File: config.mk
export PLATFORM = sky130hd
export DESIGN_NAME = pc_fetch_unit
export DESIGN_NICKNAME = d
export VERILOG_FILES = /design/src/rtl/picomips_pkg.sv /design/src/rtl/pc_fetch_unit_sw_conditioner.sv /design/src/rtl/pc_fetch_unit.sv
export SDC_FILE = /design/constraint.sdc
export NUM_CORES = 1
export LEC_CHECK = 0
export CORE_MARGIN = 10
export CORE_UTILIZATION = 24
export DETAILED_ROUTE_END_ITERATION = 8
export GPL_TIMING_DRIVEN = 0
export PLACE_DENSITY = 0.6
export SLEW_MARGIN = 30
export SYNTH_ARGS = -nofsm -noshare
export SYNTH_HDL_FRONTEND = slang
export SYNTH_SLANG_ARGS = --single-unit
export TNS_END_PERCENT = 5
File: constraint.sdc
create_clock -name clk -period 3.7 [get_ports clk]
set_input_delay 0.74 -clock clk [delete_from_list [all_inputs] [get_ports clk]]
set_output_delay 0.74 -clock clk [all_outputs]
set_load 0.05 [all_outputs]
File: src/rtl/picomips_pkg.sv
// Shared picoMIPS definitions: fetch-stage states, the decoder NOP opcode and default widths.
// Optional build macro used by the fetch stage: PCFETCH_SW_SYNC_EN.
package picomips_pkg;

  typedef enum logic {
    FETCH = 1'b0,
    EXEC  = 1'b1
  } fetch_state_t;

  localparam logic [5:0] OPC_NOP   = 6'b111111;
  localparam int         PSIZE_DEF = 8;
  localparam int         ISIZE_DEF = 20;

endpackage

File: src/rtl/pc_fetch_unit_sw_conditioner.sv
// Branch-status switch conditioner: 2-flop synchronizer followed by a stability filter.
// Compiled only when PCFETCH_SW_SYNC_EN is defined; output moves after STABLE_CYCLES steady samples.
`ifdef PCFETCH_SW_SYNC_EN
module sw_conditioner #(
  parameter int STABLE_CYCLES = 4
) (
  input  logic clk,
  input  logic reset,
  input  logic sw_i,
  output logic bstus_o
);

  localparam int CW = (STABLE_CYCLES > 1) ? $clog2(STABLE_CYCLES) : 1;
  localparam logic [CW-1:0] CNT_LAST = CW'(STABLE_CYCLES - 1);

  logic          sync1_q, sync2_q;
  logic [CW-1:0] cnt_q, cnt_d;
  logic          bstus_q, bstus_d;

  always_comb begin
    cnt_d   = '0;
    bstus_d = bstus_q;
    // Count consecutive samples that disagree with the current output; any agreement restarts.
    if (sync2_q != bstus_q) begin
      if (cnt_q == CNT_LAST) begin
        bstus_d = sync2_q;
      end else begin
        cnt_d = cnt_q + CW'(1);
      end
    end
  end

  always_ff @(posedge clk or posedge reset) begin
    if (reset) begin
      sync1_q <= 1'b0;
      sync2_q <= 1'b0;
      cnt_q   <= '0;
      bstus_q <= 1'b0;
    end else begin
      sync1_q <= sw_i;
      sync2_q <= sync1_q;
      cnt_q   <= cnt_d;
      bstus_q <= bstus_d;
    end
  end

  assign bstus_o = bstus_q;

endmodule
`endif

File: src/rtl/pc_fetch_unit.sv
// picoMIPS program counter and fetch stage: IMEM_LAT-cycle FETCH, then EXEC until the decoder moves the PC.
// Define PCFETCH_SW_SYNC_EN to synchronize and debounce sw before it becomes Bstus.
module pc_fetch_unit
  import picomips_pkg::*;
#(
  parameter int PSIZE    = PSIZE_DEF,
  parameter int ISIZE    = ISIZE_DEF,
  parameter int IMEM_LAT = 1
) (
  input  logic             clk,
  input  logic             reset,
  input  logic             PCincr,
  input  logic             PCabsbranch,
  input  logic             PCrelbranch,
  input  logic [PSIZE-1:0] branch_off,
  input  logic             sw,
  output logic [PSIZE-1:0] imem_addr,
  input  logic [ISIZE-1:0] imem_rdata,
  output logic [ISIZE-1:0] instr,
  output logic [5:0]       opcode,
  output logic             instr_valid,
  output logic [PSIZE-1:0] pc,
  output logic             Bstus
);

  localparam logic [1:0] LAT_LAST = 2'(IMEM_LAT - 1);

  fetch_state_t     state_q, state_d;
  logic [1:0]       cnt_q, cnt_d;
  logic [PSIZE-1:0] pc_q, pc_d;
  logic [ISIZE-1:0] instr_q, instr_d;
  logic             valid_q, valid_d;
  logic             leave_exec;

  always_comb begin
    state_d    = state_q;
    cnt_d      = cnt_q;
    pc_d       = pc_q;
    instr_d    = instr_q;
    valid_d    = valid_q;
    leave_exec = 1'b0;
    case (state_q)
      FETCH: begin
        if (cnt_q == LAT_LAST) begin
          instr_d = imem_rdata;
          valid_d = 1'b1;
          cnt_d   = 2'd0;
          state_d = EXEC;
        end else begin
          cnt_d = cnt_q + 2'd1;
        end
      end
      EXEC: begin
        if (PCabsbranch) begin
          pc_d       = branch_off;
          leave_exec = 1'b1;
        end else if (PCrelbranch) begin
          // Same-width two's-complement add equals the sign-extended add modulo 2^PSIZE.
          pc_d       = pc_q + branch_off;
          leave_exec = 1'b1;
        end else if (PCincr) begin
          pc_d       = pc_q + PSIZE'(1);
          leave_exec = 1'b1;
        end
        if (leave_exec) begin
          valid_d = 1'b0;
          cnt_d   = 2'd0;
          state_d = FETCH;
        end
      end
      default: begin
        state_d = FETCH;
        cnt_d   = 2'd0;
        valid_d = 1'b0;
      end
    endcase
  end

  always_ff @(posedge clk or posedge reset) begin
    if (reset) begin
      state_q <= FETCH;
      cnt_q   <= 2'd0;
      pc_q    <= '0;
      instr_q <= '0;
      valid_q <= 1'b0;
    end else begin
      state_q <= state_d;
      cnt_q   <= cnt_d;
      pc_q    <= pc_d;
      instr_q <= instr_d;
      valid_q <= valid_d;
    end
  end

  assign imem_addr   = pc_q;
  assign pc          = pc_q;
  assign instr       = instr_q;
  assign instr_valid = valid_q;
  // Decoder sees NOP outside EXEC so it can never act twice on one instruction.
  assign opcode      = (state_q == EXEC) ? instr_q[ISIZE-1 -: 6] : OPC_NOP;

`ifdef PCFETCH_SW_SYNC_EN
  sw_conditioner #(
    .STABLE_CYCLES(4)
  ) u_sw_cond (
    .clk    (clk),
    .reset  (reset),
    .sw_i   (sw),
    .bstus_o(Bstus)
  );
`else
  assign Bstus = sw;
`endif

endmodule

==> results of run 1 <==
[layout make-up]
| class | count | area [µm²] | area share, % |
|---|---|---|---|
| clock buffers | 6 | 72.6 | 2.59 |
| well taps | 99 | 124 | 4.42 |
| repair buffers | 75 | 751 | 26.8 |
| plain buffers | 17 | 130 | 4.64 |
| inverters | 8 | 30.0 | 1.07 |
| flip-flops and latches | 32 | 801 | 28.6 |
| multi-input cells | 114 | 858 | 30.6 |
| clock inverters | 2 | 35.0 | 1.25 |
[cells by family after synthesis]
family                     count (synthesis)  share of synthesized area (%)
AOI/OAI and AO/OA                         31                           10.2
buffers and inverters                     25                           8.80
DFF                                       32                           44.0
muxes                                     24                           14.6
adders and majority gates                 10                           7.29
and+or+nand+nor                           49                           15.1
[through the flow]
step           setup slack (ns)  cells  total power, mW  cell area, µm²  utilization, %
2_1_floorplan              1.44    171             2.05            1820               -
3_3_place_gp              0.688    345             2.70            2690            36.7
3_5_place_dp              0.664    345             2.72            2690            36.7
4_1_cts                   0.830    353             3.07            2800            38.2
5_1_grt                   0.723    353             3.21            2800            38.2
6_report                  0.897    353             3.02            2800            38.2
[Yosys cell counts, drive strengths merged]
cell / n
dfrtp: 32
mux2: 20
buf: 15
o21ai: 14
nand2: 11
ha: 9
nand2b: 9
inv: 8
nand3: 7
a21oi: 5
and2: 5
nor2: 5
nor3: 5
a211oi: 4
mux2i: 4
a21o: 3
nor2b: 3
clkbuf: 2
nor3b: 2
a32oi: 1
fa: 1
nand3b: 1
o21a: 1
o22ai: 1
o31a: 1
o31ai: 1
or2: 1
[critical path: stages, from the launching register on]
cell             delay [ns]
dfrtp_1                0.52
clkbuf_1               0.40
nand2b_1               0.12
clkdlybuf4s50_1        0.73
[power groups by stage]
stage / Sequential (mW) / Clock [mW] / Combinational, mW
finish: 0.647 / 0.339 / 2.03
global route: 0.678 / 0.367 / 2.16
CTS: 0.653 / 0.355 / 2.07
detailed placement: 0.657 / 0 / 2.06
global placement: 0.647 / 0 / 2.05
floorplan: 1.20 / 0 / 0.851
[state kept, by name, summed over array words and instances, names as in the netlist]
name	flops
instr_valid	1
state_q	1
instr	20
cnt_q	2
imem_addr	8
[layout by cell type (no fill, tap or decap)]
| cell | count |
|---|---|
| dfrtp_1 | 32 |
| or2_2 | 1 |
| nor2_1 | 5 |
| ha_1 | 9 |
| nor2b_1 | 2 |
| o21ai_0 | 14 |
| bufinv_16 | 1 |
| nor3_1 | 4 |
| nor3b_1 | 2 |
| nor2b_4 | 1 |
| buf_4 | 11 |
| o21a_1 | 1 |
| clkinv_2 | 1 |
| a21oi_1 | 5 |
| o31ai_1 | 1 |
| nand3_1 | 7 |
| nand2_1 | 11 |
| fa_1 | 1 |
| clkbuf_2 | 1 |
| a21o_1 | 3 |
| buf_2 | 1 |
| buf_6 | 3 |
| o31a_1 | 1 |
| nor3_4 | 1 |
| inv_1 | 7 |
| clkdlybuf4s50_1 | 75 |
| nand3b_1 | 1 |
| a32oi_1 | 1 |
| and2_1 | 5 |
| a211oi_1 | 4 |
| nand2b_1 | 9 |
| inv_2 | 1 |
| o22ai_1 | 1 |
| mux2i_1 | 4 |
| clkbuf_8 | 5 |
| clkbuf_1 | 2 |
| mux2_2 | 20 |
[final timing paths]
kind,end,start,slack (ns),depth (start not counted)
worst max-delay path,opcode[4],state_q$_DFF_PP0_,0.90,3
min in group asynchronous,instr[14]$_DFFE_PP0P_,reset,0.89,2
worst min register to register,instr_valid$_DFFE_PP0P_,instr_valid$_DFFE_PP0P_,0.48,1
worst max register to register,imem_addr[6]$_DFFE_PP0P_,imem_addr[0]$_DFFE_PP0P_,1.83,8
worst min-delay path,instr_valid$_DFFE_PP0P_,instr_valid$_DFFE_PP0P_,0.48,1
max in group asynchronous,imem_addr[3]$_DFFE_PP0P_,reset,2.34,2
[layer usage]
metal | up-vias | track usage, %
met5 | - | 0
li1 | 749 | -
met4 | 0 | 2.71
met1 | 747 | 9.42
met2 | 60 | 15.4
met3 | 4 | 6.47
==> flow_summary.ini, run 1 <==
[clock_network]
post_cts_resized = 0
clk_path_buf_depth = 2
hold_buffers = 0
postCtsSetupBuffers = 0
cts_tree = yes
cts_max_level = 2
clock_latency_ns = 0.28
cts.reportedPaths.clkPinSlew_ns = 0.07
numClockSinks = 32
cts_buffers = 5
cts_root_buf = clkbuf_8

[logic_synthesis]
synth.ff_latch_count = 32
seq_area_frac_synth_pct = 44.0
synth_area_mm2 = 0.00182
syn_nets = 215
yosysTopAreaCellShare_pct = 44.0
yosysTopAreaCell = dfrtp_1
synth.avg_cell_area_um2 = 10.6
synth_area_leaders = dfrtp_1, mux2_2, ha_1
postSynthCellCount = 171
ys_types = 32
synth_warnings = 0

[timing]
slew_headroom_pct = 51.6
setup_viol = 0
finalCritPeriodShare_pct = 75.8
rsz0062_at_grt = no
finalHoldViolations = 0
max_freq_ghz = 0.357
setup_tns_ns = 0
min_period_ns = 2.80
slew_viol_final = 0
worstMarginPinSlew_ns = 0.726
clock_skew_ns = 0.00167
whs_ns = 0.482

[worst_setup_path]
worstPathMaxFanout = 10
endpoint_kind = output pin
critPathRequiredTime_ns = 2.96
crit_arrival_ns = 2.06
worstSetupPathType = register to output pin
cp-start-kind = register

[power]
p_sw_share_pct = 50.6
max-vdd-ir-drop_v = 0.000498
powerDensity_mw_per_mm2 = 1080
p_switching_mw = 1.53
pwr-share-comb_pct = 67.3
p_leak_nw = 1.19
p_seq_share_pct = 21.4
power.internal_mw = 1.49
power_frac_clock_pct = 11.2

[global_route]
antenna_found_initial = 0
grt_first_pass_wirelength_um = 8630
grt-ovfl-total = 0
grt_max_degree = 33
track_usage_pct = 9.40
grt_pass1_vias = 1783

[floorplan]
core-area_mm2 = 0.00733
initial_core_util_pct = 24.8
row_count = 31
die_w_um = 107
die-area_mm2 = 0.0115
die_h_um = 107
ios = 78

[drt]
drt_iter0_drc = 36
drc = 0
met2WireLength_um = 2420
viasPerCell = 4.42
drt-met1-wl_um = 2050
first_pass_iters = 4
post_drt_wl_per_cell_um = 14.8
wl_um = 5220
met3_length_um = 710
top_layer = met4
vias = 1560
ant_nets = 0

[place]
io_buffers = 75
hpwl_um = 3990
place_congestion = 0.780

[layout]
syn_to_final_growth_pct = 54.0
antenna_cells = 0
drive_above_1_share_pct = 18.5
n_fill_cell = 741
fin_nets = 297

[run]
max-cap-violations = 0

[hold_path]
hold_class = register to register

[outcome]
status = finished, final reports clean
No activity file was read; power rests on OpenSTA's default activity.
==> inputs of run 2 (changes only) <==
PLACE_DENSITY = 0.62   (was 0.6)
clock period = 2.5 ns   (was 3.7 ns; I/O delays follow)
==> flow_summary.ini, run 2 (synthesis results as in run 1) <==
[drt]
first_pass_iters = 4
vias = 1566
wl_um = 5290
drc = 0
viasPerCell = 4.44
drt_iter0_drc = 27
ant_nets = 0
post_drt_wl_per_cell_um = 15.0

[power]
power_frac_clock_pct = 9.8
p_seq_share_pct = 21.7
pwr-share-comb_pct = 68.5
p_switching_mw = 2.28
p_leak_nw = 1.19
power.internal_mw = 2.14
powerDensity_mw_per_mm2 = 1580
p_sw_share_pct = 51.7
finalPower_mw = 4.42
max-vdd-ir-drop_v = 0.00102

[global_route]
grt_first_pass_wirelength_um = 8600
grt_max_degree = 33
grt-ovfl-total = 0
antenna_found_initial = 0
track_usage_pct = 9.34
grt_pass1_vias = 1668

[timing]
min_period_ns = 2.37
worstMarginPinSlew_ns = 0.726
finalCritPeriodShare_pct = 94.8
setup_tns_ns = 0
slew_viol_final = 0
clock_skew_ns = 0.00346
setup_ws_ns = 0.131
slew_headroom_pct = 51.6
max_freq_ghz = 0.422
setup_viol = 0
rsz0062_at_grt = yes
finalHoldViolations = 0

[layout]
layout_common_cells = clkdlybuf4s50_1, dfrtp_1, mux2_2, o21ai_0
final_core_util_pct = 38.2
fin_nets = 297
antenna_cells = 0
syn_to_final_growth_pct = 54.1
mostFrequentLayoutCell = clkdlybuf4s50_1
n_fill_cell = 723
largest_reg_flops = 20
drive_above_1_share_pct = 19.3

[floorplan]
row_count = 31
core-area_mm2 = 0.00733
die-area_mm2 = 0.0115
die_w_um = 107
ios = 78
die_h_um = 107
initial_core_util_pct = 24.8

[worst_setup_path]
endpoint_kind = register
max_stage_delay_ns = 0.54
cp_slowest_cell = clkdlybuf4s50_1
worstSetupPathType = input port to register
cp_cell_sequence = clkdlybuf4s50_1, buf_6, nand2b_1, ha_1, inv_1, fa_2, nor2b_4, o31a_1, o22ai_1, mux2i_1, nand3_1
crit_arrival_ns = 2.54
cp-start-kind = input port
critPathRequiredTime_ns = 2.67
worstPathMaxFanout = 10

[place]
dp_slack_ns = -0.296
io_buffers = 75
hpwl_um = 4120
place_congestion = 0.788

[clock_network]
numClockSinks = 32
cts_max_level = 2
cts_tree = yes
postCtsSetupBuffers = 0
hold_buffers = 0
cts_root_buf = clkbuf_8
clock_latency_ns = 0.28
cts.reportedPaths.clkPinSlew_ns = 0.07
clk_path_buf_depth = 2
cts_buffers = 5

[outcome]
status = finished, final reports clean

[hold_path]
hold_class = register to register

[run]
max-cap-violations = 0
[run 2: area by class of cell]
type / count / area [µm²] / area share, %
Sequential cell: 32 / 801 / 28.6
Timing Repair Buffer: 75 / 756 / 27.0
Clock inverter: 1 / 7.51 / 0.268
Multi-Input combinational cell: 114 / 861 / 30.7
Buffer: 17 / 138 / 4.91
Inverter: 8 / 30.0 / 1.07
Tap cell: 99 / 124 / 4.42
Clock buffer: 7 / 86.3 / 3.08
[run 2: through the flow]
| stage | hold WS, ns | instance area [µm²] | std cells |
|---|---|---|---|
| final | 0.485 | 2800 | 353 |
| after global placement | 0.463 | 2690 | 345 |
| after detailed placement | 0.476 | 2690 | 345 |
| after floorplan | 0.478 | 1820 | 171 |
| after CTS | 0.494 | 2790 | 353 |
| after global routing | 0.523 | 2800 | 353 |
[run 2: what timing repair did]
action,in CTS,in global routing
gates resized for setup,1,8
hold endpoints to repair,0,0
setup endpoints to repair,2,7
[run 2: worst max-delay path, delay by kind of cell]
kind            cells  cell delay, ns
simple gates        3            0.18
buf+inv             3            0.78
fa+ha+maj           2            0.43
compound gates      2            0.43
mux                 1            0.20
[run 2: routing by layer]
layer  vias to the layer above  global-route usage, %  routed length (µm)
li1                        746                      -                   -
met5                         -                      0                   0
met1                       753                   10.5                2210
met4                         0                   2.61                  62
met3                         7                   5.69                 666
met2                        60                   14.5                2350
[run 2: worst paths after layout]
kind                                                from                        to  slack (ns)  cells after the start
worst max-delay path                         PCrelbranch  imem_addr[6]$_DFFE_PP0P_        0.13                     11
worst min-delay path             instr_valid$_DFFE_PP0P_   instr_valid$_DFFE_PP0P_        0.49                      1
worst max register to register  imem_addr[0]$_DFFE_PP0P_  imem_addr[6]$_DFFE_PP0P_        0.67                      8
worst min register to register   instr_valid$_DFFE_PP0P_   instr_valid$_DFFE_PP0P_        0.49                      1
max in group asynchronous                          reset  imem_addr[5]$_DFFE_PP0P_        1.39                      2
min in group asynchronous                          reset  imem_addr[0]$_DFFE_PP0P_        0.66                      2
[run 2: power by group through the flow]
stage | combinational [mW] | clock (mW) | sequential [mW]
final | 3.03 | 0.432 | 0.960
after floorplan | 1.26 | 0 | 1.77
after detailed placement | 3.06 | 0 | 0.977
after global routing | 3.22 | 0.469 | 1.01
after CTS | 3.06 | 0.449 | 0.971
after global placement | 3.03 | 0 | 0.959
